File: config.mk
export PLATFORM = sky130hd
export DESIGN_NAME = multdiv_iter
export DESIGN_NICKNAME = d
export VERILOG_FILES = /design/src/rtl/multdiv_pkg.sv /design/src/rtl/twos_abs.sv /design/src/rtl/multdiv_iter.sv
export SDC_FILE = /design/constraint.sdc
export NUM_CORES = 1
export LEC_CHECK = 0
export CORE_MARGIN = 4
export CORE_UTILIZATION = 42
export DETAILED_ROUTE_END_ITERATION = 10
export PLACE_DENSITY = 0.6
export RECOVER_POWER = 50
export SLEW_MARGIN = 30
export SYNTH_ARGS = -nofsm -noshare
export SYNTH_HDL_FRONTEND = slang
export SYNTH_SLANG_ARGS = --single-unit
File: constraint.sdc
create_clock -name clock -period 18.1 [get_ports clock]
set_input_delay 2.715 -clock clock [delete_from_list [all_inputs] [get_ports clock]]
set_output_delay 2.715 -clock clock [all_outputs]
set_load 0.01 [all_outputs]
File: src/rtl/multdiv_pkg.sv
// Shared types and width-independent constants for the iterative multiply/divide unit.
package multdiv_pkg;

  typedef enum logic [1:0] {
    IDLE = 2'd0,
    MUL  = 2'd1,
    DIV  = 2'd2,
    DONE = 2'd3
  } state_e;

  localparam logic [1:0] OP_MUL     = 2'd0;
  localparam logic [1:0] OP_DIV     = 2'd1;
  localparam logic [1:0] OP_ILLEGAL = 2'd2;

  localparam int unsigned TAG_W_DEF = 5;

  // Iteration counter width: enough to count WIDTH steps with one bit of headroom.
  function automatic int unsigned cnt_w(input int unsigned w);
    return 32'($clog2(w)) + 32'd1;
  endfunction

endpackage

File: src/rtl/twos_abs.sv
// Conditional two's-complement negate; yields the magnitude when neg_i is the sign bit.
module twos_abs #(
  parameter int unsigned W = 32
) (
  input  logic [W-1:0] val_i,
  input  logic         neg_i,
  output logic [W-1:0] res_c_o
);

  // Negate when requested; MIN maps onto itself, which is the correct unsigned magnitude.
  always_comb begin
    res_c_o = neg_i ? (~val_i + W'(1)) : val_i;
  end

endmodule

File: src/rtl/multdiv_iter.sv
// Iterative signed shift-add multiply / restoring divide with tagged completion strobe.
module multdiv_iter
  import multdiv_pkg::*;
#(
  parameter int unsigned WIDTH = 32,
  parameter int unsigned TAG_W = TAG_W_DEF
) (
  input  logic             clock,
  input  logic             reset,
  input  logic             ctrl_MULT,
  input  logic             ctrl_DIV,
  input  logic [WIDTH-1:0] data_operandA,
  input  logic [WIDTH-1:0] data_operandB,
  input  logic [TAG_W-1:0] tag_in,
  output logic             busy,
  output logic [WIDTH-1:0] data_result,
  output logic             data_exception,
  output logic             data_resultRDY,
  output logic [TAG_W-1:0] tag_out
);

  localparam int unsigned W2    = 2 * WIDTH;
  localparam int unsigned CNT_W = cnt_w(WIDTH);

  state_e             state_q, state_d;
  logic [CNT_W-1:0]   cnt_q, cnt_d;
  logic [W2-1:0]      acc_q, acc_d;
  logic [WIDTH-1:0]   opnd_q, opnd_d;
  logic               neg_q, neg_d;
  logic               pend_q, pend_d;
  logic [TAG_W-1:0]   tag_q, tag_d;
  logic               busy_q, busy_d;
  logic               rdy_q, rdy_d;
  logic               exc_q, exc_d;
  logic [WIDTH-1:0]   res_q, res_d;
  logic [TAG_W-1:0]   tag_out_q, tag_out_d;

  logic [WIDTH-1:0]   a_mag, b_mag;
  logic [1:0]         op;
  logic               start;
  logic               last;
  logic [WIDTH:0]     mul_sum;
  logic [W2-1:0]      mul_next;
  logic [WIDTH:0]     div_sh;
  logic [WIDTH:0]     div_diff;
  logic               div_ge;
  logic [W2-1:0]      div_next;
  logic [W2-1:0]      fix_in, fix_out;
  logic               mul_ovf, div_ovf;

  twos_abs #(.W(WIDTH)) u_abs_a (
    .val_i   (data_operandA),
    .neg_i   (data_operandA[WIDTH-1]),
    .res_c_o (a_mag)
  );

  twos_abs #(.W(WIDTH)) u_abs_b (
    .val_i   (data_operandB),
    .neg_i   (data_operandB[WIDTH-1]),
    .res_c_o (b_mag)
  );

  twos_abs #(.W(W2)) u_fix (
    .val_i   (fix_in),
    .neg_i   (neg_q),
    .res_c_o (fix_out)
  );

  // Start decode and one iteration step of each datapath; acc holds {partial, multiplier} or {remainder, quotient}.
  always_comb begin
    start    = ctrl_MULT | ctrl_DIV;
    op       = (ctrl_MULT & ctrl_DIV) ? OP_ILLEGAL : (ctrl_MULT ? OP_MUL : OP_DIV);
    last     = (cnt_q == CNT_W'(WIDTH - 1));
    mul_sum  = {1'b0, acc_q[W2-1:WIDTH]} + (acc_q[0] ? {1'b0, opnd_q} : '0);
    mul_next = {mul_sum, acc_q[WIDTH-1:1]};
    div_sh   = {acc_q[W2-1:WIDTH], acc_q[WIDTH-1]};
    div_diff = div_sh - {1'b0, opnd_q};
    div_ge   = ~div_diff[WIDTH];
    div_next = {(div_ge ? div_diff[WIDTH-1:0] : div_sh[WIDTH-1:0]), acc_q[WIDTH-2:0], div_ge};
    fix_in   = (state_q == MUL) ? mul_next : {WIDTH'(0), div_next[WIDTH-1:0]};
    mul_ovf  = ~((&fix_out[W2-1:WIDTH-1]) | ~(|fix_out[W2-1:WIDTH-1]));
    div_ovf  = ~neg_q & div_next[WIDTH-1];
  end

  // Next-state and datapath update; error starts wait one cycle in IDLE so the strobe lands after edge 1.
  always_comb begin
    state_d   = state_q;
    cnt_d     = cnt_q;
    acc_d     = acc_q;
    opnd_d    = opnd_q;
    neg_d     = neg_q;
    pend_d    = 1'b0;
    tag_d     = tag_q;
    res_d     = res_q;
    exc_d     = exc_q;
    tag_out_d = tag_out_q;
    case (state_q)
      IDLE, DONE: begin
        state_d = IDLE;
        if (pend_q) begin
          state_d   = DONE;
          res_d     = '0;
          exc_d     = 1'b1;
          tag_out_d = tag_q;
        end else if (start) begin
          tag_d = tag_in;
          cnt_d = '0;
          neg_d = data_operandA[WIDTH-1] ^ data_operandB[WIDTH-1];
          if ((op == OP_ILLEGAL) || ((op == OP_DIV) && (data_operandB == '0))) begin
            pend_d = 1'b1;
          end else if (op == OP_MUL) begin
            state_d = MUL;
            opnd_d  = a_mag;
            acc_d   = {WIDTH'(0), b_mag};
          end else begin
            state_d = DIV;
            opnd_d  = b_mag;
            acc_d   = {WIDTH'(0), a_mag};
          end
        end
      end
      MUL, DIV: begin
        acc_d = (state_q == MUL) ? mul_next : div_next;
        cnt_d = cnt_q + CNT_W'(1);
        if (last) begin
          state_d   = DONE;
          res_d     = fix_out[WIDTH-1:0];
          exc_d     = (state_q == MUL) ? mul_ovf : div_ovf;
          tag_out_d = tag_q;
        end
      end
      default: state_d = IDLE;
    endcase
    busy_d = (state_d == MUL) || (state_d == DIV);
    rdy_d  = (state_d == DONE);
  end

  // State, datapath and output registers.
  always_ff @(posedge clock or negedge reset) begin
    if (!reset) begin
      state_q   <= IDLE;
      cnt_q     <= '0;
      acc_q     <= '0;
      opnd_q    <= '0;
      neg_q     <= 1'b0;
      pend_q    <= 1'b0;
      tag_q     <= '0;
      busy_q    <= 1'b0;
      rdy_q     <= 1'b0;
      exc_q     <= 1'b0;
      res_q     <= '0;
      tag_out_q <= '0;
    end else begin
      state_q   <= state_d;
      cnt_q     <= cnt_d;
      acc_q     <= acc_d;
      opnd_q    <= opnd_d;
      neg_q     <= neg_d;
      pend_q    <= pend_d;
      tag_q     <= tag_d;
      busy_q    <= busy_d;
      rdy_q     <= rdy_d;
      exc_q     <= exc_d;
      res_q     <= res_d;
      tag_out_q <= tag_out_d;
    end
  end

  assign busy           = busy_q;
  assign data_resultRDY = rdy_q;
  assign data_exception = exc_q;
  assign data_result    = res_q;
  assign tag_out        = tag_out_q;

endmodule

# Yosys cells after proc, flatten, opt, wreduce, memory -nomap -nowiden
# Index checks and enable logic that the tools add are counted.
totals:
  ff_bits: 151
  in_bits: 73
  elab_cells: 99
classes:
  add_sub_neg: 6
  eq_ne: 14
  n_mux: 38
  bitwise_logic: 14
  n_reduce_logical: 15
ops:
  columns: ["cell", "count"]
  rows:
  - ["64-bit 2-to-1 mux", 6]
  - ["32-bit 2-to-1 mux", 8]
  - ["64-bit case mux with 2 select lines", 1]
  - ["32-bit by 1-bit adder with 32-bit output, second input constant", 2]
  - ["64-bit by 1-bit adder with 64-bit output, second input constant", 1]
  - ["32-bit inverter", 2]
  - ["64-bit inverter", 1]
  - ["32-bit case mux with 2 select lines", 1]
  - ["32-bit by 32-bit adder with 33-bit output", 1]
  - ["33-bit AND reduction", 1]
  - ["33-bit OR reduction", 1]
  - ["33-bit by 32-bit subtractor with 33-bit output", 1]
  - ["32-bit zero test", 1]
  - ["2-bit 2-to-1 mux", 6]
  - ["6-bit 2-to-1 mux", 2]
  - ["6-bit case mux with 2 select lines", 1]
  - ["2-bit equality test, second input constant", 5]
  - ["5-bit 2-to-1 mux", 2]
  - ["2-bit != test, second input constant", 5]
  - ["5-bit case mux with 2 select lines", 1]
  - ["1-bit 2-to-1 mux", 8]
  - ["6-bit by 1-bit adder with 6-bit output, second input constant", 1]
  - ["2-bit by 1-bit equality test with 1-bit output, second input constant", 3]
  - ["6-bit by 5-bit equality test with 1-bit output, second input constant", 1]
  - ["other kinds (13)", 25]

# Longest topological paths before layout
# Gate-level depths: netlist of run 1.
logic_depth:
  depth_word: 13
  ltp_mapped: 25

# Cells and area by module
# Synthesis of run 1 repeated with hierarchy kept, for this count alone.
hier_totals:
  hier_cells: 1724
  area_unflattened_um2: 14669.1
modules_own_cells:
  columns: ["mod", "n_inst", "cells_each", "area_per_inst_um2", "seq_area_each_um2"]
  rows:
  - ["multdiv_iter", 1, 1320, 11466.0, 3778.6]
  - ["twos_abs at u_fix", 1, 206, 1649.1, 0.0]
  - ["twos_abs at u_abs_a ...", 2, 99, 777.0, 0.0]

# Worst setup path before layout of run 1
# OpenSTA, ideal clock, no wires.
synth_timing:
  path_kind: "register -> register"
  from: "register state_q[1]"
  to: "register exc_q, in the netlist data_exception"
  setup_time_ns: 0.129
  arrival_time_ns: 6.748
  t_required_ns: 17.971
  path_slack_ns: 11.223
  path_stages_with_launch: 26
  path_buffers: 9
  period_less_slack_ns: 6.877
  cell_sequence: "dfrtp_1 inv_1 ha_1 buf_6 buf_6 buf_2 buf_1 clkbuf_1 clkbuf_1 buf_1 clkbuf_1 clkbuf_1 mux2i_1 ha_1 o2111ai_1 or3_4 nor3_4 nand3_2 or4_4 o31a_1 o31a_1 a2111oi_2 nand4_1 or4_1 o311ai_1 nand2_1"
synth_via:
  elab_chain_len: 12
  word_cells_on_any_way: 21
  classes_between: "1 x add/sub; 5 x eq/ne; 5 x mux; 4 x bitwise; 6 x reduce/logical"
synth_rtl:
  columns: ["item", "line", "rtl"]
  rows:
  - ["start, declared", "multdiv_iter.sv:25", "state_e state_q, state_d;"]
  - ["start signal, assigned", "multdiv_iter.sv:154", "state_q <= state_d;"]
  - ["2-bit by 1-bit equality test with 1-bit output", "multdiv_iter.sv:80, multdiv_iter.sv:97, multdiv_iter.sv:128", null]
  - ["64-bit 2-to-1 mux", "multdiv_iter.sv:80", "fix_in = (state_q == MUL) ? mul_next : {WIDTH'(0), div_next[WIDTH-1:0]};"]
  - ["64-bit inverter", "twos_abs.sv:12", "res_c_o = neg_i ? (~val_i + W'(1)) : val_i;"]
  - ["64-bit by 1-bit adder with 64-bit output", "twos_abs.sv:12", null]
  - ["64-bit 2-to-1 mux", "twos_abs.sv:12", null]
  - ["33-bit OR reduction", "multdiv_iter.sv:81", "mul_ovf = ~((&fix_out[W2-1:WIDTH-1]) | ~(|fix_out[W2-1:WIDTH-1]));"]
  - ["1-bit inverter", "multdiv_iter.sv:81", null]
  - ["1-bit bitwise OR", "multdiv_iter.sv:81", null]
  - ["1-bit inverter", "multdiv_iter.sv:81", null]
  - ["1-bit 2-to-1 mux", "multdiv_iter.sv:128", "exc_d = (state_q == MUL) ? mul_ovf : div_ovf;"]
  - ["1-bit 2-to-1 mux", "multdiv_iter.sv:125", "if (last) begin"]
  - ["1-bit case mux with 2 select lines", "multdiv_iter.sv:97", "case (state_q)"]
  - ["end signal, assigned", "multdiv_iter.sv:150", "exc_q <= 1'b0;"]
  - ["end signal, assigned", "multdiv_iter.sv:163", "exc_q <= exc_d;"]
  - ["end, declared", "multdiv_iter.sv:34", "logic exc_q, exc_d;"]
# Parallel ways exist; a longest one is shown, timed or not. The select of a mux whose other input is x is not followed.
# A chain may end at the register's enable or synchronous reset.

==> out/metrics.csv, run 1 <==
stage,metric,value,unit
critical_path,crit_type,in -> async,
die,die-area,38700,µm²
synth,async_flop_share,100,%
critical_path,worst_setup_path_end_kind,async pin,
clocking,h-tree-depth,4,
sta,slew_headroom,-240,%
final_layout,nets,2108,
global_route,grt_pass1_wl,81500,µm
place,postPlaceCellArea,16400,µm²
die,ios,113,
drt,dr.pass1.iters,6,
clocking,ctsResizeCount,0,
global_route,antenna_found_initial,0,
critical_path,cp.buffers_inverters,2,
global_route,grt_util_all_layers,26.3,%
clocking,clk_latency,0.45,ns
die,initial_core_util,42.9,%
critical_path,crit_chain,clkbuf_1 -> clkbuf_1,
synth,synthXorXnorAreaFrac,8.77,%
pwr,ir_worst_vdd,0.149,mV
critical_path,required,17.85,ns
synth,synth_largest_area_cell,dfrtp_1,
sta,skew,0.00927,ns
synth,syn_inst,1916,
final_layout,final_area,16900,µm²
final_layout,n_antenna_cell,0,
critical_path,r2r-start,state_q[0]$_DFF_PN0_,
drt,antenna_left,0,
sta,max_freq,107,MHz
die,die_x,197,µm
die,die_h,197,µm
drt,totalWireLength,52200,µm
synth,synthSimpleGateAreaFrac,23.3,%
synth,syn_avg_cell_area,7.82,µm²
critical_path,cpPeakStageDelay,3.51,ns
drt,drt_iter0_drc,1277,
synth,ys_ff_latch,151,
drt,wl_per_cell,21.5,µm
sta,hold_violations,0,
critical_path,path_depth,2,
place,numPortBuffers,112,
status,violations,"capacitance limit, slew limit",
synth,synth_fa_ha_area_share,6.12,%
global_route,grt_pass1_vias,14400,
die,rows,68,
drt,vias,15000,
critical_path,crit_slowest_cell,clkbuf_1,
critical_path,start_kind,input pin,
sta,timing.hold.ws,0.473,ns
final_layout,fin_util,48.5,%
critical_path,rrSetupSlack,10.01,ns
global_route,overflow,0,
synth,synth_top_area_share,25.2,%
clocking,cts_setup_buffers,0,
sta,slew_violations,333,
sta,setup_viol,0,
critical_path,reg2reg_to,data_exception$_DFFE_PN0P_,
critical_path,crit_start,reset,
synth,synthFlopType,dfrtp_1,
synth,synth.net_count,2061,
critical_path,cp_top_family,buffers and inverters,
clocking,cts_buffer_depth,2,
global_route,grt_max_degree,87,
pwr,power_density,204,nW/µm²
worst_hold_path,hp-class,reg -> reg,
synth,muxShareOfSynthArea,5.17,%
synth,synth.area.top_cells,"dfrtp_1 25%, ha_1 5.8%, nand2_1 5.7%",
place,dp_hpwl,40300,µm
synth,synth_edf_count,0,
synth,synth_top_family_by_area,compound AO/OA/AOI/OAI gates,
synth,ys_warn_count,0,
clocking,clock-root-buffer,clkbuf_16,
critical_path,cp-endpoint,acc_q[12]$_DFFE_PN0P_,
synth,synth_compound_area_share,26.8,%
synth,seq_area_frac_synth,25.2,%
final_layout,layout-drive-gt1-share,5.67,%
synth,synth_area,15000,µm²
critical_path,worstPathArrival,9.08,ns
place,routabilityCongestion,0.938,
clocking,cts_made_buffers,17,
drt,vias_per_cell,6.19,
clocking,clkSlewWorstSetupHoldPaths,0.07,ns
critical_path,cp_max_fo,86,
status,status,"finished, violations left",
sta,setup_tns,0,ns
die,core,34900,µm²
pwr,p_leak,7.10,nW
clocking,postCtsHoldBufs,0,
final_layout,syn_to_final_growth,13.0,%
critical_path,crit_top_cell,clkbuf_1,
sta,tightest_slew,5.10,ns
sta,rsz0062_at_grt,false,
synth,synth.distinct_cells,95,
drt,drcViolationCount,0,
clocking,cts.sinks,151,
sta,min_period,9.33,ns
clocking,cts_tree,done,
sta,min_period_over_period,51.6,%
run,max_cap_violations,7,
critical_path,worst-r2r-cell-count,21,
## routing by layer
metal  vias up  track usage (%)  wire (µm)
li1       7120                -          -
met1      7255             36.9      23600
met2       570             42.4      23800
met3        91             3.57       3260
met4         0             8.12       1560
met5         -                0          0
## Yosys cell counts, types with 7 or more instances
| master | count |
|---|---|
| a22o_1 | 43 |
| nand2_1 | 227 |
| o21bai_1 | 7 |
| or3_1 | 25 |
| nor2b_1 | 14 |
| and2_1 | 44 |
| nor2_1 | 167 |
| a21oi_1 | 167 |
| o31ai_1 | 27 |
| clkbuf_1 | 81 |
| nand4_1 | 20 |
| xor2_1 | 85 |
| mux2i_1 | 59 |
| nand3_1 | 27 |
| nor3b_1 | 11 |
| nor3_1 | 42 |
| and3_1 | 17 |
| nor4_1 | 13 |
| buf_1 | 7 |
| inv_1 | 68 |
| or2_2 | 13 |
| nand2b_1 | 19 |
| mux2_2 | 15 |
| ha_1 | 70 |
| a21o_1 | 26 |
| or4_1 | 16 |
| buf_6 | 7 |
| xnor2_1 | 65 |
| o21ai_0 | 134 |
| o221ai_1 | 22 |
| a211oi_1 | 17 |
| dfrtp_1 | 151 |
| o21a_1 | 21 |
| o41ai_1 | 13 |
| o211ai_1 | 20 |
| a31oi_1 | 15 |
## cell usage in the layout (no fill, tap or decap), drive strengths merged, types with 43 or more instances in the layout
cell type,count
nand2,228
mux2i,59
nor3,46
a22o,43
dfrtp,151
ha,70
xnor2,65
nor2,167
clkdlybuf4s50,92
xor2,85
inv,73
o21ai,136
a21oi,168
and2,44
## flip-flops by register name (all words and copies together) (netlist names)
signal	flops
data_resultRDY	1
pend_q	1
data_exception	1
opnd_q	32
busy	1
acc_q	64
tag_out	5
tag_q	5
state_q	2
cnt_q	6
data_result	32
neg_q	1
## worst register-to-register path, delay by kind of cell (launching register included)
kind	cells	cell delay, ns
buf+inv	3	1.98
flops	1	0.38
compound gates	6	1.48
simple gates	10	3.13
fa+ha+maj	2	1.01
## where the power goes
part	total, mW	switching, mW	leakage (nW)	internal [mW]
combinational	2.47	1.56	4.92	0.907
clock	0.349	0.169	0.257	0.180
sequential	0.640	0.166	1.92	0.474
total	3.46	1.89	7.10	1.56
## metrics by stage
stage	power (mW)	cells	setup WS, ns
3_5_place_dp	3.07	2399	10.83
3_3_place_gp	3.04	2399	10.96
2_1_floorplan	2.42	1916	11.22
5_1_grt	3.74	2431	7.44
4_1_cts	3.44	2431	11.24
6_report	3.46	2431	8.77
## cells by family after synthesis
kind of cell    count (synthesis)
simple gates                  699
compound gates                599
buf+inv                       170
flops                         151
xor+xnor                      150
mux                            75
fa+ha+maj                      72
## layout make-up
cell class | instances | area, µm²
Fill cell | 3508 | 18000
Multi-Input combinational cell | 1595 | 10500
Sequential cell | 151 | 3780
Timing Repair Buffer | 128 | 1220
Tap cell | 455 | 569
Clock buffer | 19 | 433
Inverter | 70 | 263
Clock inverter | 13 | 118
## worst min-delay path by stage
stage	start	to	slack (ns)	cells after the start
floorplan	tag_q[0]$_DFFE_PN0P_	tag_q[0]$_DFFE_PN0P_	0.44	2
global placement	tag_q[4]$_DFFE_PN0P_	tag_q[4]$_DFFE_PN0P_	0.46	2
detailed placement	tag_q[3]$_DFFE_PN0P_	tag_q[3]$_DFFE_PN0P_	0.46	2
CTS	tag_q[3]$_DFFE_PN0P_	tag_q[3]$_DFFE_PN0P_	0.48	2
global route	tag_q[4]$_DFFE_PN0P_	tag_q[4]$_DFFE_PN0P_	0.50	2
finish	tag_q[3]$_DFFE_PN0P_	tag_q[3]$_DFFE_PN0P_	0.47	2
No activity file was read; power rests on OpenSTA's default activity.
==> inputs of run 2 (changes only) <==
- clock period: 18.1 -> 9.65 ns (I/O delays scaled with it)
==> run 2 against run 1 <==
Effect of this change: the run still ends with capacitance limit, slew limit left; final cell count about the same; sequential cell count unchanged; total power up 90%; utilization up 0.21 points; routed wire length up 0.21%; largest cell class unchanged; largest power group unchanged.
==> out/metrics.csv, run 2 (synthesized netlist as in run 1, its figures left out) <==
stage,metric,value,unit
pwr,power_frac_seq,17.7,%
critical_path,cpPeakStageDelay,0.54,ns
status,status,"finished, violations left",
die,initial_core_util,42.9,%
critical_path,worst_setup_path_end_kind,flip-flop,
drt,vias,14900,
global_route,overflow,0,
status,violations,"capacitance limit, slew limit",
place,postPlaceCellArea,16400,µm²
clocking,clkSlewWorstSetupHoldPaths,0.07,ns
clocking,cts_tree,done,
clocking,postCtsHoldBufs,0,
sta,setup_tns,0,ns
drt,totalWireLength,52300,µm
drt,vias_per_cell,6.13,
clocking,cts_made_buffers,17,
clocking,h-tree-depth,4,
pwr,p_int,3.01,mW
worst_hold_path,hp-class,reg -> reg,
pwr,p_comb_share,71.5,%
place,dp_hpwl,40600,µm
clocking,cts_buffer_depth,2,
critical_path,required,9.97,ns
clocking,cts_setup_buffers,0,
critical_path,crit_type,reg -> reg,
final_layout,syn_to_final_growth,13.5,%
sta,skew,0.0127,ns
pwr,power,6.56,mW
global_route,grt_pass1_vias,14300,
clocking,clock-root-buffer,clkbuf_16,
final_layout,n_antenna_cell,0,
sta,slew_headroom,-140,%
pwr,power_density,386,nW/µm²
critical_path,crit_slowest_cell,or4_1,
pwr,pwr-share-clk,10.8,%
sta,rsz0062_at_grt,false,
clocking,cts.sinks,151,
drt,dr.pass1.iters,5,
sta,min_period_over_period,70.4,%
clocking,clk_latency,0.45,ns
drt,drt_iter0_drc,1243,
critical_path,worstPathArrival,7.12,ns
final_layout,final_area,17000,µm²
sta,max_freq,147,MHz
critical_path,start_kind,flip-flop,
die,die_x,197,µm
final_layout,final_cell_mix,"226 x nand2_1, 167 x a21oi_1, 166 x nor2_1",
die,ios,113,
pwr,switching_share,54.1,%
final_layout,largest_register_ffs,64,
die,die_h,197,µm
sta,hold_violations,0,
critical_path,crit_chain,inv_1 -> ha_1 -> inv_1 -> fa_1 -> a21o_1 -> nand4_1 -> a21boi_0 -> o211ai_1 -> a21o_1 -> and3_1 -> clkinv_1 -> ha_1 -> o2111ai_1 -> or3_4 -> nor3_4 -> nand3_2 -> or4_4 -> o31a_1 -> o31a_1 -> a2111oi_2 -> nand4_1 -> or4_1 -> o311ai_1 -> nand2_1,
die,core,34900,µm²
clocking,ctsResizeCount,0,
global_route,grt_util_all_layers,26.4,%
final_layout,regMostFlops,acc_q,
drt,wl_per_cell,21.5,µm
global_route,grt_max_degree,83,
die,die-area,38700,µm²
drt,antenna_left,0,
final_layout,nets,2109,
drt,drcViolationCount,0,
place,routabilityCongestion,0.980,
final_layout,fin_util,48.7,%
final_layout,final_common_cell,nand2_1,
sta,tightest_slew,3.60,ns
die,rows,68,
global_route,antenna_found_initial,1,
critical_path,cp_max_fo,11,
sta,setup_viol,0,
place,numPortBuffers,112,
sta,slew_violations,159,
sta,min_period,6.80,ns
pwr,ir_worst_vdd,0.506,mV
pwr,switchingPower,3.55,mW
run,max_cap_violations,3,
global_route,grt_pass1_wl,80900,µm
final_layout,layout-drive-gt1-share,5.97,%
pwr,p_leak,7.22,nW
==> run 2: cell count changes in the layout (fill, tap and decap cells not counted), sizes merged <==
cell	before	now
dlygate4sd3	19	41
clkbuf	24	23
clkdlybuf4s50	92	69
buf	12	15
bufinv	0	2
clkinv	6	4
inv	73	75
clkinvlp	4	2
==> run 2: cell type report <==
class	instances	area (µm²)
fill	3473	17900
multi-input combinational	1595	10500
sequential	151	3780
timing repair buffer	129	1230
tap	455	569
clock buffer	19	443
inverter	70	263
clock inverter	13	161
==> run 2: critical path: cells and delay by family (launching register included) <==
| kind | cells | cell delay, ns |
|---|---|---|
| AOI/OAI and AO/OA | 9 | 2.52 |
| adders and majority gates | 3 | 0.70 |
| buffers and inverters | 3 | 0.42 |
| DFF | 1 | 0.42 |
| and+or+nand+nor | 9 | 2.61 |
==> run 2: power by group through the flow <==
stage | Combinational [mW] | Sequential [mW] | Clock (mW)
after global routing | 5.16 | 1.19 | 0.745
after detailed placement | 4.61 | 1.17 | 0
after floorplan | 3.46 | 1.07 | 0
after CTS | 4.64 | 1.15 | 0.717
after global placement | 4.58 | 1.15 | 0
final | 4.69 | 1.16 | 0.710
==> run 2: worst paths after layout <==
path                                  startpoint                    endpoint  slack (ns)  cells past startpoint
min                         tag_q[3]$_DFFE_PN0P_        tag_q[3]$_DFFE_PN0P_        0.48                      2
min reg2reg                 tag_q[3]$_DFFE_PN0P_        tag_q[3]$_DFFE_PN0P_        0.48                      2
max reg2reg                acc_q[31]$_DFFE_PN0P_  data_exception$_DFFE_PN0P_        2.85                     24
max in group asynchronous                  reset      tag_out[2]$_DFFE_PN0P_        2.86                      3
min in group asynchronous                  reset      opnd_q[18]$_DFFE_PN0P_        1.69                      1
max                        acc_q[31]$_DFFE_PN0P_  data_exception$_DFFE_PN0P_        2.85                     24
==> run 2: routing by layer <==
metal,global-route usage [%],wire length (µm),vias up
met1,35.3,23000,7084
met3,5.21,3630,115
met5,0,0,-
met2,41.2,23200,566
met4,12.0,2450,0
li1,-,-,7131
==> run 2: per-stage QoR <==
step / setup WS, ns / hold slack, ns / std cells
after CTS: 2.85 / 0.484 / 2432
final: 2.85 / 0.477 / 2432
after global placement: 3.06 / 0.456 / 2400
after global routing: 1.73 / 0.512 / 2432
after detailed placement: 2.92 / 0.465 / 2400
after floorplan: 2.77 / 0.442 / 1916
==> inputs of run 3 (changes only) <==
- clock period: 9.65 -> 6.46 ns (I/O delays scaled with it)
==> run 3 against run 2 <==
Effect of this change: sequential power up 48%; critical path depth down 3; the flow still finishes with violations (capacitance limit, slew limit); largest cell class unchanged; design area up 0.99%; combinational power up 53%; via count up 0.66%; critical path type unchanged; final cell count up 0.78%; total power up 51%; count of clock-buffer cells in the layout down 2.
==> out/metrics.csv, run 3 (synthesized netlist as in run 1, its figures left out) <==
stage,metric,value,unit
global_route,grt_pass1_vias,14300,
die,core,34900,µm²
global_route,overflow,0,
critical_path,crit_chain,ha_1 -> or2_2 -> a31o_2 -> a211oi_1 -> o211ai_1 -> nand3b_1 -> and3_1 -> clkinv_1 -> ha_1 -> o2111ai_1 -> or3_4 -> nor3_4 -> nand3_2 -> or4_4 -> o31a_1 -> o31a_1 -> a2111oi_2 -> nand4_1 -> or4_1 -> o311ai_1 -> nand2_1,
sta,setup_tns,0,ns
pwr,power,9.91,mW
critical_path,cp_max_fo,5,
pwr,p_int,4.55,mW
final_layout,n_antenna_cell,0,
clocking,cts_buffer_depth,2,
sta,skew,0.0112,ns
clocking,clkSlewWorstSetupHoldPaths,0.07,ns
drt,antenna_left,0,
place,dp_hpwl,41400,µm
die,rows,68,
sta,rsz0062_at_grt,false,
global_route,grt_max_degree,97,
clocking,cts_setup_buffers,0,
pwr,p_leak,7.24,nW
critical_path,required,6.78,ns
critical_path,crit_type,reg -> reg,
clocking,cts_made_buffers,17,
final_layout,largest_register_ffs,64,
die,ios,113,
clocking,clk_latency,0.45,ns
status,status,"finished, violations left",
clocking,cts_tree,done,
sta,min_period_over_period,95.7,%
clocking,postCtsHoldBufs,0,
final_layout,final_common_cell,nand2_1,
clocking,h-tree-depth,4,
global_route,antenna_found_initial,3,
final_layout,layout-drive-gt1-share,7.01,%
pwr,power_frac_seq,17.4,%
clocking,cts.sinks,151,
sta,max_freq,162,MHz
sta,slew_headroom,-148,%
drt,vias_per_cell,6.12,
place,routabilityCongestion,0.981,
sta,min_period,6.18,ns
final_layout,nets,2128,
critical_path,start_kind,flip-flop,
status,violations,"capacitance limit, slew limit",
clocking,ctsResizeCount,0,
pwr,power_density,578,nW/µm²
clocking,clock-root-buffer,clkbuf_16,
die,initial_core_util,42.9,%
worst_hold_path,hp-class,reg -> reg,
pwr,switching_share,54.0,%
critical_path,worst_setup_path_end_kind,flip-flop,
final_layout,syn_to_final_growth,14.6,%
pwr,p_comb_share,72.5,%
place,numPortBuffers,112,
sta,tightest_slew,3.72,ns
critical_path,crit_slowest_cell,or4_1,
pwr,ir_worst_vdd,0.251,mV
global_route,grt_pass1_wl,81400,µm
drt,totalWireLength,52400,µm
run,max_cap_violations,2,
sta,setup_viol,0,
drt,dr.pass1.iters,5,
drt,drt_iter0_drc,1196,
die,die-area,38700,µm²
pwr,switchingPower,5.35,mW
critical_path,cpPeakStageDelay,0.55,ns
drt,drcViolationCount,0,
sta,slew_violations,118,
drt,vias,15000,
pwr,pwr-share-clk,10.2,%
drt,wl_per_cell,21.4,µm
final_layout,regMostFlops,acc_q,
global_route,grt_util_all_layers,26.4,%
final_layout,final_cell_mix,"226 x nand2_1, 167 x a21oi_1, 166 x nor2_1",
critical_path,worstPathArrival,6.50,ns
die,die_h,197,µm
die,die_x,197,µm
sta,hold_violations,0,
==> run 3: changes by cell type in the layout (fill, tap and decap cells not counted), sizes merged <==
cell,delta
dlygate4sd3,-24
bufinv,-2
buf,+18
inv,+2
clkdlybuf4s50,+25
clkinv,+2
clkbuf,-2
==> run 3: worst paths after layout <==
| kind | startpoint | to | slack [ns] | depth (start not counted) |
|---|---|---|---|---|
| max reg2reg | acc_q[53]$_DFFE_PN0P_ | data_exception$_DFFE_PN0P_ | 0.28 | 21 |
| min in group asynchronous | reset | opnd_q[17]$_DFFE_PN0P_ | 1.77 | 1 |
| max in group asynchronous | reset | data_result[24]$_DFFE_PN0P_ | 1.83 | 2 |
| max | acc_q[53]$_DFFE_PN0P_ | data_exception$_DFFE_PN0P_ | 0.28 | 21 |
| min | tag_q[4]$_DFFE_PN0P_ | tag_q[4]$_DFFE_PN0P_ | 0.47 | 2 |
| min reg2reg | tag_q[4]$_DFFE_PN0P_ | tag_q[4]$_DFFE_PN0P_ | 0.47 | 2 |
==> run 3: area by class of cell <==
cell class / instances / area, µm²
inverter: 70 / 263
multi-input combinational: 1595 / 10600
timing repair buffer: 148 / 1410
sequential: 151 / 3780
fill: 3425 / 17700
tap: 455 / 569
clock inverter: 15 / 155
clock buffer: 17 / 425
==> run 3: worst max-delay path, delay by kind of cell (launching register included) <==
family | cells | cell delay [ns]
flip-flops | 1 | 0.42
AND/OR/NAND/NOR | 10 | 2.81
adder cells (fa/ha/maj) | 2 | 0.64
buffers and inverters | 1 | 0.08
AO/OA/AOI/OAI | 8 | 2.10
==> run 3: per-stage QoR <==
step | util [%] | setup slack (ns) | instance area, µm² | hold WS (ns) | cells
global route | 49.2 | 0.00572 | 17200 | 0.510 | 2451
CTS | 49.2 | 0.289 | 17200 | 0.476 | 2451
detailed placement | 47.6 | 0.326 | 16600 | 0.459 | 2419
global placement | 47.6 | 0.392 | 16600 | 0.454 | 2419
finish | 49.2 | 0.280 | 17200 | 0.471 | 2451
floorplan | - | 0.0515 | 15000 | 0.442 | 1916
==> run 3: layer usage <==
layer	wire length (µm)	share of wire [%]	vias up	track usage (%)
li1	-	-	7175	-
met1	23300	44	7193	36.7
met2	24000	46	553	42.4
met3	3530	6.7	73	4.02
met4	1590	3.0	0	8.53
met5	0	0	-	0
==> run 3: power by group through the flow <==
stage	sequential [mW]	clock (mW)	combinational [mW]
after floorplan	1.60	0	5.18
after global placement	1.71	0	7.03
after detailed placement	1.73	0	7.06
after CTS	1.71	1.02	7.10
after global routing	1.76	1.07	7.86
final	1.72	1.01	7.18
==> RTL change 1 (flow settings as in run 2) <==
The 4 states of `state_e` get a Gray code encoding in 2 bits.
--- a/src/rtl/multdiv_pkg.sv
+++ b/src/rtl/multdiv_pkg.sv
@@ -4,6 +4,6 @@
   typedef enum logic [1:0] {
-    IDLE = 2'd0,
-    MUL  = 2'd1,
-    DIV  = 2'd2,
-    DONE = 2'd3
+    IDLE = 2'b00,
+    MUL  = 2'b01,
+    DIV  = 2'b11,
+    DONE = 2'b10
   } state_e;
Check against the original RTL: same outputs for any inputs over 4 cycles, from zero or initial values and one cycle with reset low; so few cycles prove little.
==> RTL change 1 against run 2 <==
The run still ends with capacitance limit, slew limit left. Synthesized area fell by 2.8%. Sequential cell count fell by 1. Total power fell by 1.5%. Clock skew rose by 0.0039 ns. First-iteration DRC count rose by 26%. Cell area fell by 1.8%. Routed wire length fell by 2.6%. Worst setup slack improved by 0.15 ns. Critical path type unchanged. Largest cell class unchanged.
==> RTL change 1: results (changes against run 2) <==
----------------------------------------------------
[Synthesis]
  Net count after synthesis ... 2060 (-0.049%)
  Sequential share of the synthesized area ... 25.8% (+0.55 points)
  Commonest cells post-synth ... sky130_fd_sc_hd__nand2_1 (290), sky130_fd_sc_hd__o21ai_0 (173), sky130_fd_sc_hd__dfrtp_1 (150)
  Number of library cell types mapped by synthesis ... 86 (-9.5%)
  Per-instance average area after synthesis ... 7.60 um2 (-2.8%)

[Critical path]
  Critical R2R Launch ... acc_q[52]$_DFFE_PN0P_
  Delay of the slowest critical-path stage ... 0.82 ns (+0.28 ns)
  Worst reg-to-reg path cell count ... 21 (-13%)
  Flop-to-flop setup slack ... 3.01 ns (+0.15 ns)
  Critical path peak fanout ... 6 (-5)
  Arrival @ worst endpoint ... 6.95 ns (-0.17 ns)
  Crit path max-delay cell type ... sky130_fd_sc_hd__nor4b_1

[Status]
  Failing checks ... capacitance limit, slew limit
  Result of the run ... finished with violations

[Timing]
  Worst hold slack ... 0.472 ns (-0.00495 ns)
  Worst clock skew ... 0.0166 ns (+0.00394 ns)
  Maximum clock frequency ... 0.151 GHz (+2.3%)
  Rel. slew slack ... -262% (-120 points)
  Total count of max-transition violations in the final report ... 153 (-3.8%)

[Place]
  Cell area after placement ... 16100 um2 (-2.1%)
  Post-DP HPWL ... 38900 um (-4.2%)
  Pre-CTS worst setup slack ... 3.24 ns (+0.325 ns)
  GPL Wtd Cong ... 0.987 (+0.66%)

[Cells and area]
  Number of cells in the finished layout apart from fillers ... 2426 (-0.25%)
  Layout cell share with drive strength beyond 1 ... 5.31% (-0.66 points)
  Fill cell total of the finished layout ... 3367 (-3.1%)
  Final standard cell utilization of the core ... 49.3% (+0.55 points)

[Route]
  Number of iterations in the first detailed-routing pass ... 6 (+1)
  Number of DRC markers in iteration 0 ... 1564 (+26%)
  Routed via count ... 14800 (-0.39%)

[Clock network]
  Clk pin slew, worst setup/hold paths ... 0.07 ns (about the same)

[Pwr]
  Maximum resistive drop on vdd ... 0.000167 V (-67%)
  Total leakage power ... 7.09 nW (-1.7%)

[Min path]
  Worst min-delay path endpoint ... tag_out[4]$_DFFE_PN0P_
  Launch point of the worst hold path ... tag_q[4]$_DFFE_PN0P_

[Flow run]
  Max cap viols ... 2 (-1)

[Global route]
  Maximum number of pins on one net before global-route repair ... 95 (+14%)
  Global-route wire length before repair ... 78800 um (-2.5%)
  Number of global-route vias before repair ... 13600 (-5.3%)
  GRT Resource Usage Total ... 25.8% (-0.57 points)

----------------------------------------------------
RTL change 1: how the worst max path moves through the flow:
stage | from | to | cells after the start
floorplan | state_q[0]$_DFF_PN0_ | data_exception$_DFFE_PN0P_ | 21
CTS | acc_q[52]$_DFFE_PN0P_ | data_exception$_DFFE_PN0P_ | 21
finish | acc_q[52]$_DFFE_PN0P_ | data_exception$_DFFE_PN0P_ | 21
global placement | opnd_q[30]$_DFFE_PN0P_ | data_exception$_DFFE_PN0P_ | 21
global route | reset | data_exception$_DFFE_PN0P_ | 2
detailed placement | acc_q[52]$_DFFE_PN0P_ | data_exception$_DFFE_PN0P_ | 21
RTL change 1: logic make-up (layout without fill, tap and decap cells):
| family | after synthesis | in the layout | share of synthesized area, % |
|---|---|---|---|
| compound gates | 600 | 600 | 26.6 |
| simple gates | 715 | 715 | 23.6 |
| xor+xnor | 146 | 146 | 8.78 |
| fa+ha+maj | 70 | 70 | 6.12 |
| flops | 150 | 150 | 25.8 |
| buf+inv | 171 | 232 | 4.47 |
| mux | 65 | 65 | 4.63 |
RTL change 1: layer usage:
metal	GRT usage, %	share of wire, %	vias to the layer above
li1	-	-	7090
met4	6.15	1.9	0
met1	38.7	47	7041
met3	3.01	7.3	63
met5	0	0	-
met2	39.7	44	644
RTL change 1: power breakdown:
group	switching [mW]	total, mW	internal, mW
clock	0.320	0.741	0.421
sequential	0.337	1.24	0.906
combinational	2.71	4.48	1.77
total	3.37	6.47	3.10
RTL change 1: area by class of cell:
class | count | share of cell area (%)
Clock buffer | 17 | 2.55
Clock inverter | 15 | 1.24
Inverter | 69 | 1.55
Multi-Input combinational cell | 1596 | 61.2
Sequential cell | 150 | 22.5
Tap cell | 448 | 3.36
Timing Repair Buffer | 131 | 7.57
==> RTL change 2 (flow settings as in run 2) <==
Without the edit above. The parameter `WIDTH` goes from 32 to 28.
--- a/src/rtl/multdiv_iter.sv
+++ b/src/rtl/multdiv_iter.sv
@@ -4,3 +4,3 @@
 #(
-  parameter int unsigned WIDTH = 32,
+  parameter int unsigned WIDTH = 28,
   parameter int unsigned TAG_W = TAG_W_DEF
Ports: changed (resized data_operandA, data_operandB and data_result); port bits go from 113 to 101. The function was not compared with the original's and may differ.
==> RTL change 2 against run 2 <==
Cell area is 13% lower. The run still ends with capacitance limit, slew limit left. Worst setup slack worse by 0.15 ns. Synthesized area is 14% lower. Non-clock buffer count is 9 lower. Routed wire length is 17% lower. Sequential cell count is 16 lower. Highest routed layer is now met5. Total power is 14% lower.
==> RTL change 2: results (changes against run 2) <==
----------------------------------------------------
[Synthesis]
  Net count after synthesis ... 1827 (-11%)
  Cells taking the most area after synthesis ... sky130_fd_sc_hd__dfrtp_1 (26%), sky130_fd_sc_hd__a21oi_1 (6.1%), sky130_fd_sc_hd__ha_1 (6.0%)
  Number of library cell types mapped by synthesis ... 89 (-6.3%)
  Commonest cells post-synth ... sky130_fd_sc_hd__nand2_1 (184), sky130_fd_sc_hd__a21oi_1 (157), sky130_fd_sc_hd__o21ai_0 (153)
  Per-instance average area after synthesis ... 7.60 um2 (-2.7%)
  Sequential share of the synthesized area ... 26.2% (+0.93 points)
  Synth Instances ... 1698 (-11%)

[Pwr]
  Maximum resistive drop on vdd ... 0.000259 V (-49%)
  Total leakage power ... 6.13 nW (-15%)
  Internal power contribution ... 2.66 mW (-12%)

[Critical path]
  Delay of the slowest critical-path stage ... 1.60 ns (+1.06 ns)
  Critical path peak fanout ... 62 (+51)
  Worst reg-to-reg path cell count ... 15 (-38%)
  Crit path max-delay cell type ... sky130_fd_sc_hd__ha_1
  Arrival @ worst endpoint ... 7.25 ns (+0.13 ns)

[Clock network]
  Cts bufs inserted ... 17 (unchanged)
  Clk pin slew, worst setup/hold paths ... around 0.080 ns

[Route]
  Number of DRC markers in iteration 0 ... 1201 (-3.4%)
  Avg Vias per Cell ... 6.07 (-0.86%)
  Total length of routed met2 wires ... 19700 um (-15%)
  Met3 WL ... 2590 um (-29%)
  Highest routed layer ... met5
  Total Routed Length ... 43600 um (-17%)
  Metal-1 WL ... 20300 um (-12%)
  Number of iterations in the first detailed-routing pass ... 5 (unchanged)

[Flow run]
  Max cap viols ... 4 (+1)

[Cells and area]
  Register ranked first by flip-flop count ... acc_q
  Fill cell total of the finished layout ... 2995 (-14%)
  Final nets ... 1869 (-11%)
  Antenna diode count ... 0 (unchanged)
  Number of flip-flops under the largest register name ... 56 (-13%)
  Number of cells in the finished layout apart from fillers ... 2143 (-12%)
  Layout cell share with drive strength beyond 1 ... 6.39% (+0.42 points)

[Global route]
  Global-route wire length before repair ... 68100 um (-16%)
  Met3 usage ... 2.66% (-2.6 points)
  M1 GR Usage ... 37.1% (+1.7 points)
  GRT Resource Usage Total ... 25.5% (-0.87 points)
  Number of antenna violations at the first check in global routing ... 2 (+1)
  Maximum number of pins on one net before global-route repair ... 77 (-7.2%)
  Number of global-route vias before repair ... 11900 (-17%)
  GR met2 Demand/Resource ... 40.3% (-0.96 points)

[Timing]
  Rel. slew slack ... -135% (+5.3 points)
  Total count of max-transition violations in the final report ... 194 (+22%)
  Worst clock skew ... 0.0187 ns (+0.00600 ns)

[Place]
  Pre-CTS worst setup slack ... 3.12 ns (+0.204 ns)
  GPL Wtd Cong ... 0.945 (-3.6%)
  Post-DP HPWL ... 33500 um (-17%)
  Cell area after placement ... 14200 um2 (-13%)
  Buffers added on ports ... 100 (-11%)

[Status]
  Result of the run ... finished with violations
  Failing checks ... capacitance limit, slew limit

----------------------------------------------------
[RTL change 2: cell count changes after synthesis, sizes merged, moves of 28 or more]
cell	before	now
nand2	228	184
mux2i	59	21
a22o	43	2
xor2	85	57
a211oi	20	56
[RTL change 2: per-stage QoR]
stage               power [mW]  utilization, %
floorplan                 3.86               -
global placement          4.85            47.4
detailed placement        4.90            47.4
CTS                       5.62            49.5
global route              6.13            49.4
finish                    5.65            49.4
[RTL change 2: path summary, 6_finish.rpt]
path,start,endpoint,slack (ns)
worst max-delay path,state_q[1]$_DFF_PN0_,data_exception$_DFFE_PN0P_,2.71
worst min-delay path,tag_q[3]$_DFFE_PN0P_,tag_out[3]$_DFFE_PN0P_,0.47
worst max register to register,state_q[1]$_DFF_PN0_,data_exception$_DFFE_PN0P_,2.71
worst min register to register,tag_q[3]$_DFFE_PN0P_,tag_out[3]$_DFFE_PN0P_,0.47
max in group asynchronous,reset,neg_q$_DFFE_PN0P_,5.37
min in group asynchronous,reset,opnd_q[9]$_DFFE_PN0P_,2.19
[RTL change 2: cells by family (layout without fill, tap and decap cells)]
group                      count (synthesis)  after routing  share of synthesized area (%)
DFF                                      135            135                           26.2
and+or+nand+nor                          609            609                           23.2
muxes                                     41             41                           3.37
adders and majority gates                 64             64                           6.32
buffers and inverters                    165            220                           5.01
AOI/OAI and AO/OA                        558            558                           27.4
xor gates and xnor gates                 126            126                           8.55
[RTL change 2: layout make-up]
cell class                      count  area (um2)  area share [%]
Multi-Input combinational cell   1398        8910            60.3
Timing Repair Buffer              120        1130            7.65
Sequential cell                   135        3380            22.8
Clock inverter                     15         199            1.34
Tap cell                          390         488            3.30
Inverter                           68         255            1.73
Clock buffer                       17         425            2.88
[RTL change 2: worst register-to-register path, stage by stage, from the launching register on]
cell and delay [ns]:
sky130_fd_sc_hd__dfrtp_1 0.39, sky130_fd_sc_hd__inv_1 0.06, sky130_fd_sc_hd__ha_1 1.60, sky130_fd_sc_hd__buf_4 0.81
sky130_fd_sc_hd__mux2i_1 0.42, sky130_fd_sc_hd__nand3_1 0.21, sky130_fd_sc_hd__or3_1 0.45, sky130_fd_sc_hd__a311oi_1 0.26
sky130_fd_sc_hd__nand2_1 0.46, sky130_fd_sc_hd__or3_1 0.59, sky130_fd_sc_hd__nor2_1 0.40, sky130_fd_sc_hd__xnor2_1 0.17
sky130_fd_sc_hd__a31oi_1 0.11, sky130_fd_sc_hd__or4_1 0.55, sky130_fd_sc_hd__nor4b_2 0.27, sky130_fd_sc_hd__nor3_1 0.07
[RTL change 2: power by group through the flow]
stage                     Clock [mW]  Combinational, mW  Sequential, mW
after floorplan                    0               2.91           0.950
after global placement             0               3.81            1.05
after detailed placement           0               3.84            1.05
after CTS                      0.718               3.86            1.04
after global routing           0.743               4.32            1.07
final                          0.713               3.89            1.04
